`src/rtl/uart_tx_pkg.sv`:
```
// Shared constants and types for the memory-mapped UART transmitter.
package uart_tx_pkg;

  // Register word offsets (alu_out[3:2])
  localparam logic [1:0] ADDR_DATA   = 2'd0;
  localparam logic [1:0] ADDR_STATUS = 2'd1;
  localparam logic [1:0] ADDR_DIV    = 2'd2;
  localparam logic [1:0] ADDR_CTRL   = 2'd3;

  // STATUS register bit positions
  localparam int unsigned ST_SHIFTING  = 0;
  localparam int unsigned ST_FULL      = 1;
  localparam int unsigned ST_EMPTY     = 2;
  localparam int unsigned ST_OVERFLOW  = 3;
  localparam int unsigned ST_COUNT_LSB = 4;
  localparam int unsigned ST_COUNT_W   = 5;

  // Serial framing FSM
  typedef enum logic [1:0] {
    IDLE  = 2'd0,
    START = 2'd1,
    DATA  = 2'd2,
    STOP  = 2'd3
  } tx_state_e;

endpackage

```
`src/rtl/uart_tx_fifo.sv`:
```
// Synchronous byte FIFO; a pop frees the slot first, so push+pop while full is accepted.
module uart_tx_fifo #(
  parameter int unsigned DEPTH = 8,
  parameter int unsigned WIDTH = 8,
  localparam int unsigned CW   = $clog2(DEPTH + 1)
) (
  input  logic             clk,
  input  logic             reset,
  input  logic             push,
  input  logic             pop,
  input  logic [WIDTH-1:0] din,
  output logic [WIDTH-1:0] dout,
  output logic             full,
  output logic             empty,
  output logic [CW-1:0]    count
);

  localparam int unsigned AW = $clog2(DEPTH);

  logic [WIDTH-1:0] mem_q [DEPTH];
  logic [AW-1:0]    rd_ptr_q;
  logic [AW-1:0]    wr_ptr_q;
  logic [CW-1:0]    count_q;
  logic             do_push;
  logic             do_pop;

  assign empty   = (count_q == '0);
  assign full    = (count_q == CW'(DEPTH));
  assign do_pop  = pop & ~empty;
  assign do_push = push & (~full | do_pop);
  assign dout    = mem_q[rd_ptr_q];
  assign count   = count_q;

  // Pointer, occupancy and storage update
  always_ff @(posedge clk) begin
    if (reset) begin
      rd_ptr_q <= '0;
      wr_ptr_q <= '0;
      count_q  <= '0;
    end else begin
      if (do_push) begin
        mem_q[wr_ptr_q] <= din;
        wr_ptr_q        <= wr_ptr_q + AW'(1);
      end
      if (do_pop) begin
        rd_ptr_q <= rd_ptr_q + AW'(1);
      end
      if (do_push && !do_pop) begin
        count_q <= count_q + CW'(1);
      end else if (do_pop && !do_push) begin
        count_q <= count_q - CW'(1);
      end
    end
  end

endmodule

```
`src/rtl/uart_tx_periph.sv`:
```
// UART transmitter bus slave: register file, FIFO, framing FSM and read mux.
module uart_tx_periph
  import uart_tx_pkg::*;
#(
  parameter int unsigned FIFO_DEPTH  = 8,
  parameter int unsigned DEFAULT_DIV = 16
) (
  input  logic        clk,
  input  logic        reset,
  input  logic [1:0]  A,
  input  logic        WE,
  input  logic [31:0] WD,
  output logic [31:0] RD,
  output logic        tx,
  output logic        busy
);

  localparam int unsigned CW = $clog2(FIFO_DEPTH + 1);

  tx_state_e   state_q, state_d;
  logic [15:0] cnt_q, cnt_d;
  logic [15:0] div_lat_q, div_lat_d;
  logic [2:0]  bit_idx_q, bit_idx_d;
  logic [7:0]  shift_q, shift_d;
  logic        tx_q, tx_d;
  logic [15:0] div_q, div_d;
  logic        en_q, en_d;
  logic        ovf_q, ovf_d;

  logic          push_req_c;
  logic          fifo_pop_c;
  logic [7:0]    fifo_dout;
  logic          fifo_full;
  logic          fifo_empty;
  logic [CW-1:0] fifo_count;
  logic [15:0]   div_eff_c;
  logic          start_ok_c;
  logic [31:0]   status_c;
  logic          wd_unused_c;

  assign push_req_c  = WE && (A == ADDR_DATA);
  assign div_eff_c   = (div_q == 16'd0) ? 16'd1 : div_q;
  assign start_ok_c  = en_q & ~fifo_empty;
  assign tx          = tx_q;
  assign busy        = (state_q != IDLE) | ~fifo_empty;
  assign wd_unused_c = ^WD[31:16];

  uart_tx_fifo #(
    .DEPTH (FIFO_DEPTH),
    .WIDTH (8)
  ) u_fifo (
    .clk   (clk),
    .reset (reset),
    .push  (push_req_c),
    .pop   (fifo_pop_c),
    .din   (WD[7:0]),
    .dout  (fifo_dout),
    .full  (fifo_full),
    .empty (fifo_empty),
    .count (fifo_count)
  );

  // State, datapath and register storage
  always_ff @(posedge clk) begin
    if (reset) begin
      state_q   <= IDLE;
      cnt_q     <= '0;
      div_lat_q <= 16'd1;
      bit_idx_q <= '0;
      shift_q   <= '0;
      tx_q      <= 1'b1;
      div_q     <= 16'(DEFAULT_DIV);
      en_q      <= 1'b0;
      ovf_q     <= 1'b0;
    end else begin
      state_q   <= state_d;
      cnt_q     <= cnt_d;
      div_lat_q <= div_lat_d;
      bit_idx_q <= bit_idx_d;
      shift_q   <= shift_d;
      tx_q      <= tx_d;
      div_q     <= div_d;
      en_q      <= en_d;
      ovf_q     <= ovf_d;
    end
  end

  // Framing FSM: a frame start pops the head byte and latches the divisor
  always_comb begin
    state_d    = state_q;
    cnt_d      = cnt_q;
    div_lat_d  = div_lat_q;
    bit_idx_d  = bit_idx_q;
    shift_d    = shift_q;
    tx_d       = tx_q;
    fifo_pop_c = 1'b0;
    case (state_q)
      IDLE: begin
        if (start_ok_c) begin
          state_d    = START;
          fifo_pop_c = 1'b1;
          shift_d    = fifo_dout;
          tx_d       = 1'b0;
          div_lat_d  = div_eff_c;
          cnt_d      = div_eff_c - 16'd1;
        end
      end
      START: begin
        if (cnt_q == 16'd0) begin
          state_d   = DATA;
          tx_d      = shift_q[0];
          bit_idx_d = 3'd0;
          cnt_d     = div_lat_q - 16'd1;
        end else begin
          cnt_d = cnt_q - 16'd1;
        end
      end
      DATA: begin
        if (cnt_q == 16'd0) begin
          cnt_d = div_lat_q - 16'd1;
          if (bit_idx_q == 3'd7) begin
            state_d = STOP;
            tx_d    = 1'b1;
          end else begin
            shift_d   = shift_q >> 1;
            tx_d      = shift_q[1];
            bit_idx_d = bit_idx_q + 3'd1;
          end
        end else begin
          cnt_d = cnt_q - 16'd1;
        end
      end
      STOP: begin
        if (cnt_q == 16'd0) begin
          if (start_ok_c) begin
            state_d    = START;
            fifo_pop_c = 1'b1;
            shift_d    = fifo_dout;
            tx_d       = 1'b0;
            div_lat_d  = div_eff_c;
            cnt_d      = div_eff_c - 16'd1;
          end else begin
            state_d = IDLE;
          end
        end else begin
          cnt_d = cnt_q - 16'd1;
        end
      end
      default: state_d = IDLE;
    endcase
  end

  // Register writes and sticky overflow (dropped push while full without a pop)
  always_comb begin
    div_d = div_q;
    en_d  = en_q;
    ovf_d = ovf_q;
    if (WE) begin
      case (A)
        ADDR_STATUS: ovf_d = 1'b0;
        ADDR_DIV:    div_d = WD[15:0];
        ADDR_CTRL:   en_d  = WD[0];
        default:     ;
      endcase
    end
    if (push_req_c && fifo_full && !fifo_pop_c) begin
      ovf_d = 1'b1;
    end
  end

  // Side-effect-free read mux
  always_comb begin
    status_c = '0;
    status_c[ST_SHIFTING] = (state_q != IDLE);
    status_c[ST_FULL]     = fifo_full;
    status_c[ST_EMPTY]    = fifo_empty;
    status_c[ST_OVERFLOW] = ovf_q;
    status_c[ST_COUNT_LSB +: ST_COUNT_W] = ST_COUNT_W'(fifo_count);
    case (A)
      ADDR_STATUS: RD = status_c;
      ADDR_DIV:    RD = {16'd0, div_q};
      ADDR_CTRL:   RD = {31'd0, en_q};
      default:     RD = '0;
    endcase
  end

endmodule
```
`config.mk`:
```
export PLATFORM = sky130hd
export DESIGN_NAME = uart_tx_periph
export DESIGN_NICKNAME = d
export VERILOG_FILES = /design/src/rtl/uart_tx_pkg.sv /design/src/rtl/uart_tx_fifo.sv /design/src/rtl/uart_tx_periph.sv
export SDC_FILE = /design/constraint.sdc
export NUM_CORES = 1
export LEC_CHECK = 0
export CORE_ASPECT_RATIO = 0.8
export CORE_MARGIN = 1
export CORE_UTILIZATION = 42
export CTS_CLUSTER_DIAMETER = 40
export CTS_CLUSTER_SIZE = 40
export DETAILED_ROUTE_END_ITERATION = 6
export GPL_TIMING_DRIVEN = 0
export PLACE_DENSITY_LB_ADDON = 0.12
export REMOVE_ABC_BUFFERS = 1
export SLEW_MARGIN = 15
export SYNTH_ARGS = -nofsm -noshare
export SYNTH_HDL_FRONTEND = slang
export SYNTH_SLANG_ARGS = --single-unit
```
`constraint.sdc`:
```
create_clock -name clk -period 3.05 [get_ports clk]
set_input_delay 0.915 -clock clk [delete_from_list [all_inputs] [get_ports clk]]
set_output_delay 0.915 -clock clk [all_outputs]
set_load 0.01 [all_outputs]
```
==> metrics.yaml, run 1 <==
cp-start-kind: "register"
die_x_um: 149
skew_ps: 8.34
drv_slew: 0
vias: 5925
num_rows: 42
peakVddDrop_mv: 0.402
routed_wl_mm: 19.5
syn_avg_cell_area_sq_um: 10.1
ys.flop_type: "dfxtp_1"
dieArea_sq_mm: 0.0179
place_hpwl_mm: 12.7
max_stage_delay_ps: 360
r2r-start: "cnt_q[0]"
root_buffer: "clkbuf_16"
fin_nets: 813
setup_violations: 0
synth_cell_types: 73
core_area_sq_mm: 0.0168
area_growth_pct: 20.3
synthArstFlopShare_pct: 0
hp-class: "register to register"
start_util_pct: 43.5
r2r_slack_ps: 60
tightest_slew_ps: 943
worstPathMaxFanout: 4
synthMostInstantiatedCell: "dfxtp_1"
critPathArrivalTime_ps: 3360
cp_slowest_cell: "dfxtp_4"
crit_path_end: "u_fifo.count[3]"
yosysSeqAreaShare_pct: 47.5
crit_required_ps: 3410
cts_tree: "done"
synth_top_area_share_pct: 26.4
crit_path_frequent_cell: "a21oi_2"
ys_warn_count: 0
path_class: "register to register"
synth_seq_cells: 141
antenna_found_initial: 0
post-place-ws_ps: -834
final.setup.worst_slack_ps: 57.2
startpoint: "cnt_q[0]"
reg2reg_to: "u_fifo.count[3]"
finalHoldViolations: 0
synth_top_area_cell: "edfxtp_1"
grt_start_max_net_pins: 69
io_pins: 71
die_h_um: 120
grt_pass1_vias: 5421
clk_latency_ps: 430
nFillCells: 1489
rsz0062_at_grt: "yes"
drive_gt1_share_pct: 19.0
endpoint_kind: "register"
path_cells: "inv_4 -> ha_4 -> nor4b_4 -> buf_4 -> a41oi_4 -> o21a_1 -> nor2_2 -> ha_2 -> inv_2 -> ha_1 -> a21o_1 -> a21oi_2 -> xnor2_1 -> or3_1 -> a21oi_2"
detail_route.first_pass.iterations: 5
total_power_w: 0.00472
cts_buffers: 17
syn_inst: 724
cts_max_level: 4
synthTopCellsByArea: "edfxtp_1 26%, dfxtp_1 21%, mux4_2 4.9%"
max_freq_mhz: 334
place_congestion: 0.813
p_leak_nw: 3.09
wire_per_inst_um: 19.6
drc: 0
grt_usage_pct: 22.9
postRouteAntennaNets: 0
max_cap_viol_count: 0
drt-vias-per-instance: 5.97
rr_worst_depth: 15
fin_crit_sh_pct: 98.1
status: "finished, final reports clean"
num_antenna_cells: 0
synth_common_cells: "77 x dfxtp_1, 64 x edfxtp_1, 60 x a21oi_1"
relSlewSlack_pct: 36.5
gr-total-overflow: 0
min_period_ps: 2990
first_iter_violations: 702
p_per_area_mw_per_mm2: 538
synth_enable_flop_cells: 64
cts_buffer_depth: 2
clk_pin_slew_ps: 70
grt_first_pass_wirelength_mm: 30.7
numPortBuffers: 38
clock-sinks: 141
mappedNetlistArea_sq_mm: 0.00729
-- cell families (layout without fill, tap and decap cells) --
kind of cell	count (synthesis)	after routing	synth area share, %
simple gates	239	239	17.2
mux	33	33	7.33
other cells	1	16	0.0514
fa+ha+maj	16	16	2.85
buf+inv	82	115	5.23
xor+xnor	25	25	3.00
flops	141	141	47.5
compound gates	187	188	16.8
-- flip-flops by register name, indices dropped and copies added (netlist names), 2 cells and up, named ones only --
| name | cells |
|---|---|
| shift_q | 8 |
| state_q | 2 |
| div_q | 16 |
| bit_idx_q | 3 |
| u_fifo.mem_q | 64 |
| u_fifo.wr_ptr_q | 3 |
| div_lat_q | 16 |
| u_fifo.count | 4 |
| u_fifo.rd_ptr_q | 3 |
| cnt_q | 16 |
-- per-layer routing --
layer  GRT usage, %  part of all wire [%]  wire (um)
met5              0                     0          0
met4           7.02                   1.4        274
met3           6.24                   7.4       1450
met2           31.0                    42       8150
met1           34.9                    49       9630
-- cell usage in the layout (no fill, tap or decap), types with 5 or more instances in the layout --
cell type        count
dfxtp_2             14
xor2_1               7
nand2_1             51
a21oi_1             57
xnor2_1             18
nand3_1             26
or4_1               11
nor3_1              16
nor2_1              51
clkbuf_16           17
dfxtp_1             61
nor4_1              10
o211ai_1             5
mux4_2              16
mux2i_1             15
a22o_1               8
buf_4               26
o31ai_1             12
inv_6                6
o22ai_1              6
a211oi_1             6
or3_1               11
ha_1                11
inv_1                7
edfxtp_1            64
nor4_4               5
o2bb2ai_1            8
conb_1              16
a31oi_1              9
clkdlybuf4s50_1     27
o21ai_0             23
buf_2                6
dlygate4sd2_1        8
o21ai_1             11
and3_1              10
nor2_2               5
-- worst min path at each step --
stage | from | endpoint | slack [ps] | cells after the start
after floorplan | bit_idx_q[1] | bit_idx_q[1] | 430 | 2
after global placement | shift_q[3] | shift_q[3] | 440 | 1
after detailed placement | shift_q[6] | shift_q[6] | 450 | 1
after CTS | tx | tx | 470 | 1
after global routing | shift_q[6] | shift_q[6] | 490 | 1
final | tx | tx | 460 | 1
-- final cells by class --
type                       count  area, sq um  share of cell area (%)
multi-input combinational    517         3780                    43.1
clock buffer                  17          425                    4.85
inverter                      14         66.3                   0.756
clock inverter                15          150                    1.71
sequential                   141         3490                    39.8
timing repair buffer          69          587                    6.69
tap                          220          275                    3.14
-- where the power goes --
part | total (W) | switching [W] | internal (W) | leakage (nW)
registers | 0.00206 | 0.0000564 | 0.00200 | 1.21
clock network | 0.00206 | 0.000911 | 0.00115 | 0.283
logic | 0.000603 | 0.000351 | 0.000251 | 1.60
-- critical path: cells and delay by family, from the launching register on --
kind | cells | cell delay (ps)
simple gates | 3 | 700
flops | 1 | 360
xor+xnor | 1 | 90
compound gates | 5 | 890
fa+ha+maj | 3 | 590
buf+inv | 3 | 300
-- metrics by stage --
stage	cells	TNS, ps	hold slack, ps	instance area, sq um	util (%)
after floorplan	671	-15760	430	7020	-
after global placement	929	-219730	445	7680	45.8
after detailed placement	936	-55200	452	7750	46.2
after CTS	981	0	468	8580	51.2
after global routing	993	-168	490	8770	52.3
final	993	0	462	8770	52.3
-- timing repair --
action / CTS / global route
setup buffers: 12 / 12
setup endpoints to repair: 104 / 56
gates cloned: 1 / 0
pin swaps: 6 / 14
resized for setup: 56 / 32
hold buffers: 0 / 0
Note: power is estimated with default switching activity, not from simulation.
==> run 2: changes to the inputs <==
--- a/config.mk
+++ b/config.mk
@@ -9,7 +9,7 @@
 export CORE_MARGIN = 1
 export CORE_UTILIZATION = 42
 export CTS_CLUSTER_DIAMETER = 40
-export CTS_CLUSTER_SIZE = 40
+export CTS_CLUSTER_SIZE = 12
 export DETAILED_ROUTE_END_ITERATION = 6
 export GPL_TIMING_DRIVEN = 0
 export PLACE_DENSITY_LB_ADDON = 0.12
==> results of run 2 <==
Final layout, timing and power as in run 1 (identical DEF).
